[src/rtl/shift_rx8_pkg.sv]
// Shared constants for the shift-register serial link: word width, receiver
// FSM encoding and the bit-counter width helper.
package shift_rx8_pkg;

  // Word length shared by the transmit and receive sides of the link.
  localparam int SHIFT_WIDTH = 8;

  typedef enum logic {
    IDLE = 1'b0,
    RECV = 1'b1
  } state_t;

  // Counter wide enough to index every bit position of a word.
  function automatic int cnt_width(input int w);
    return (w < 2) ? 1 : $clog2(w);
  endfunction

endpackage

[src/rtl/shift_rx8_sipo_core.sv]
// Shift register and bit counter that assemble one LSB-first word, inserting
// each new bit at the MSB and flagging the bit that completes a word.
module sipo_core
  import shift_rx8_pkg::*;
#(
  parameter int WIDTH = SHIFT_WIDTH
) (
  input  logic                        clk,
  input  logic                        rst_n,
  input  logic                        clr,
  input  logic                        shift,
  input  logic                        s_in,
  output logic [WIDTH-1:0]            shreg,
  output logic [cnt_width(WIDTH)-1:0] bit_cnt,
  output logic                        done
);

  localparam int CW = cnt_width(WIDTH);
  localparam logic [CW-1:0] LAST = CW'(WIDTH - 1);

  // A clear restarts at bit 0, so a bit shifted on the same cycle can never complete a word.
  assign done = shift && !clr && (bit_cnt == LAST);

  always_ff @(posedge clk) begin
    if (!rst_n) begin
      shreg   <= '0;
      bit_cnt <= '0;
    end else if (clr) begin
      shreg   <= shift ? {s_in, {(WIDTH-1){1'b0}}} : '0;
      bit_cnt <= shift ? CW'(1) : '0;
    end else if (shift) begin
      shreg   <= {s_in, shreg[WIDTH-1:1]};
      bit_cnt <= done ? '0 : bit_cnt + 1'b1;
    end
  end

endmodule

[src/rtl/shift_rx8.sv]
// Serial-to-parallel receiver: frames LSB-first words after a sync pulse and
// presents them on a valid/ready port with a sticky overrun flag.
module shift_rx8
  import shift_rx8_pkg::*;
#(
  parameter int WIDTH = SHIFT_WIDTH
) (
  input  logic                        clk,
  input  logic                        rst_n,
  input  logic                        sync,
  input  logic                        bit_valid,
  input  logic                        s_in,
  input  logic                        out_ready,
  input  logic                        clr_ovr,
  output logic [WIDTH-1:0]            p_out,
  output logic                        out_valid,
  output logic                        overrun,
  output logic [cnt_width(WIDTH)-1:0] bit_cnt
);

  state_t           state;
  state_t           state_next;
  logic             shift;
  logic             clr;
  logic             done;
  logic [WIDTH-1:0] shreg;
  logic [WIDTH-1:0] word;
  logic             accept;
  logic             set_ovr;

  always_ff @(posedge clk) begin
    if (!rst_n) state <= IDLE;
    else        state <= state_next;
  end

  // Bits are ignored until the first sync; after that the stream is continuous.
  always_comb begin
    state_next = state;
    clr        = sync;
    shift      = 1'b0;
    if (state == IDLE) begin
      shift = bit_valid && sync;
      if (sync) state_next = RECV;
    end else begin
      shift = bit_valid;
    end
  end

  sipo_core #(.WIDTH(WIDTH)) u_core (
    .clk     (clk),
    .rst_n   (rst_n),
    .clr     (clr),
    .shift   (shift),
    .s_in    (s_in),
    .shreg   (shreg),
    .bit_cnt (bit_cnt),
    .done    (done)
  );

  assign word    = {s_in, shreg[WIDTH-1:1]};
  assign accept  = done && (!out_valid || out_ready);
  assign set_ovr = done && out_valid && !out_ready;

  // A stalled word is held untouched; a word arriving behind it is dropped.
  always_ff @(posedge clk) begin
    if (!rst_n) begin
      p_out     <= '0;
      out_valid <= 1'b0;
      overrun   <= 1'b0;
    end else begin
      if (accept) begin
        p_out     <= word;
        out_valid <= 1'b1;
      end else if (out_valid && out_ready) begin
        out_valid <= 1'b0;
      end
      if (set_ovr)      overrun <= 1'b1;
      else if (clr_ovr) overrun <= 1'b0;
    end
  end

endmodule

[config.mk]
export PLATFORM = sky130hd
export DESIGN_NAME = shift_rx8
export DESIGN_NICKNAME = d
export VERILOG_FILES = /design/src/rtl/shift_rx8_pkg.sv /design/src/rtl/shift_rx8_sipo_core.sv /design/src/rtl/shift_rx8.sv
export SDC_FILE = /design/constraint.sdc
export NUM_CORES = 1
export LEC_CHECK = 0
export CAP_MARGIN = 20
export CORE_MARGIN = 3
export CORE_UTILIZATION = 45
export DETAILED_ROUTE_END_ITERATION = 6
export GPL_TIMING_DRIVEN = 0
export MAX_ROUTING_LAYER = met4
export PLACE_DENSITY_LB_ADDON = 0.05
export SYNTH_ARGS = -nofsm -noshare
export SYNTH_HDL_FRONTEND = slang
export SYNTH_SLANG_ARGS = --single-unit
[constraint.sdc]
create_clock -name clk -period 1.8 [get_ports clk]
set_clock_uncertainty 0.15 [all_clocks]
set_input_delay 0.18 -clock clk [delete_from_list [all_inputs] [get_ports clk]]
set_output_delay 0.18 -clock clk [all_outputs]
set_load 0.05 [all_outputs]
==> results.cfg <==
[cells_and_area]
nNetsFinal = 126
fillers = 173
final_util_pct = 64.61
areaGrowthSynthToFinish_pct = 31.84
num_antenna_cells = 0
drive_gt1_share_pct = 8.621
fin_area_mm2 = 0.001140

[die]
ios = 20
start_util_pct = 49.01
fp.dieH_um = 49.83
core_mm2 = 0.001764
rows = 15
dieWidth_um = 49.83
dieArea_mm2 = 0.002483

[grt]
grt_start_max_net_pins = 12
grt_pass1_vias = 675
antenna_found_initial = 0
grt_pass1_wl_um = 2870
overflow = 0
grt_use_total_pct = 15.68

[cts]
cts_tree = yes
clk_latency_ns = 0.29
cts-root-buf = clkbuf_4
cts-htree-levels = 1
cts_buffers = 3
cts_setup_buffers = 0
hold_buffers = 0
cts.sinks = 21
clk_pin_slew_ns = 0.11
cts_max_path_buffers = 2

[critical_path]
startpoint_type = flop
critical_path_required_ns = 1.88
slowest_delay_ns = 0.35
reg2regPathDepth = 6
cpMostUsedCell = ha_1
arrival_ns = 1.65
crit_chain = ha_1, ha_1, nand4b_4, nor2b_2, buf_6, mux2i_1
reg2reg_slack_ns = 0.23
worstSetupPathType = reg -> reg
worstPathMaxFanout = 8
crit_slowest_cell = dfxtp_2
endpoint_kind = flop

[synthesis]
ys_top_cells_by_count = 31 x nand2_1, 21 x dfxtp_1, 8 x a21oi_1, 8 x mux2i_1
synth_compound_area_share_pct = 10.71
yosys.area_share.simple_pct = 23.59
synth-seq-area-share_pct = 48.63
synthXorXnorAreaFrac_pct = 1.013
synth_ff_type = dfxtp_1
yosys_warnings = 0
yosysTopAreaCellShare_pct = 48.63
ys_types = 21
syn_inst = 93
synthAdderAreaFrac_pct = 2.894
async_flop_share_pct = 0
synth_top_family_by_area = simple AND/OR/NAND/NOR gates
syn_nets = 102
yosysMostFrequentCell = nand2_1
synth.area.top_cells = dfxtp_1 49%, nand2_1 13%, mux2i_1 9.3%
yosysTopAreaCell = dfxtp_1
yosys-mux-area-fraction_pct = 9.262
synth-seq-cells = 21
synth.avg_cell_area_um2 = 9.297
syn_area_um2 = 864.6
synth_edf_count = 0

[sta]
grt_setup_unrepaired = false
post-route-min-period_ns = 1.571
setup_viol = 0
max_slew_margin_pct = 65.84
finalHoldViolCount = 0
setup_slack_ns = 0.2292
drv_slew = 0
fin_tns_setup_ns = 0
clock.fmax_mhz = 636.6
fin_crit_sh_pct = 87.27
tightestPinTransition_ns = 0.5115

[power_and_ir_drop]
powerDensity_mw_per_mm2 = 664.9
max-vdd-ir-drop_uv = 582.1
leakage_nw = 0.6003

[drt]
via_per_inst = 4.979
drt-wirelength-per-cell_um = 12.08
vias = 702
totalWireLength_um = 1703
drt_iter0_markers = 9
drtPass1Iterations = 4
drc = 0
ant_nets = 0

[place]
port_buffers = 19
place_area_mm2 = 0.001089
pre_cts_slack_ns = 0.07450
gp_congestion = 0.7210

[hold_path]
hold_depth = 2
holdCritPathClass = reg -> reg

[status]
status = complete, no violations

[job]
cap_violations = 0
final timing paths:
kind | start | endpoint
worst max-delay path | u_core.bit_cnt[1] | p_out[6]
worst min-delay path | p_out[5] | p_out[5]
worst max register to register | u_core.bit_cnt[1] | p_out[6]
worst min register to register | p_out[5] | p_out[5]
worst max-delay path: cells and delay by family (launching register included):
kind,cells,cell delay [ns]
adders and majority gates,2,0.36
DFF,1,0.35
buffers and inverters,1,0.16
and+or+nand+nor,2,0.28
muxes,1,0.19
kinds of logic after synthesis:
kind of cell | count (synthesis)
buf+inv | 6
compound gates | 14
xor+xnor | 1
simple gates | 41
fa+ha+maj | 2
flops | 21
mux | 8
layout by cell type (no fill, tap or decap), types with 2 or more instances in the layout:
master           instances
clkdlybuf4s50_1          6
clkbuf_1                 4
dfxtp_2                  2
ha_1                     2
dlymetal6s2s_1          11
o21a_1                   2
nand3b_1                 3
dfxtp_1                 19
clkbuf_4                 3
nand2b_1                 2
dlygate4sd2_1            2
nand2_1                 31
mux2i_1                  8
a21oi_1                  8
a21boi_0                 2
registers in the layout (all words and copies together) (netlist names):
signal,cells
out_valid,1
overrun,1
p_out,8
state,1
u_core.bit_cnt,3
u_core.shreg,7
where the power goes:
group	switching [mW]	internal, mW
combinational	0.0382	0.0295
clock	0.128	0.0861
sequential	0.00565	0.470
total	0.172	0.586
stage by stage:
step                      instances  total power [mW]  hold WS [ns]
after floorplan                  93            0.5233        0.1541
after global placement          137            0.5535        0.2917
after detailed placement        137            0.5546        0.2963
after CTS                       141            0.7719        0.3137
after global routing            141            0.7977        0.3354
final                           141            0.7579        0.3107
what timing repair did:
action / CTS / global route
setup endpoints to repair: 2 / 11
gates cloned: 0 / 0
resized for setup: 2 / 11
routing by layer:
metal  routed length, um  track usage, %  vias up
met5                   0               -        -
met4                  15           8.295        0
met3                  56           3.625        2
met2                 811           24.67       13
met1                 819           18.53      329
li1                    -               -      358
layout make-up:
cell class / count / area, um^2 / area share [%]
multi-input cells: 66 / 410.4 / 36.00
plain buffers: 5 / 30.03 / 2.634
flip-flops and latches: 21 / 422.9 / 37.10
inverters: 1 / 3.754 / 0.3293
clock buffers: 4 / 26.28 / 2.305
well taps: 25 / 31.28 / 2.744
repair buffers: 19 / 215.2 / 18.88
No activity file was read; power rests on OpenSTA's default activity.
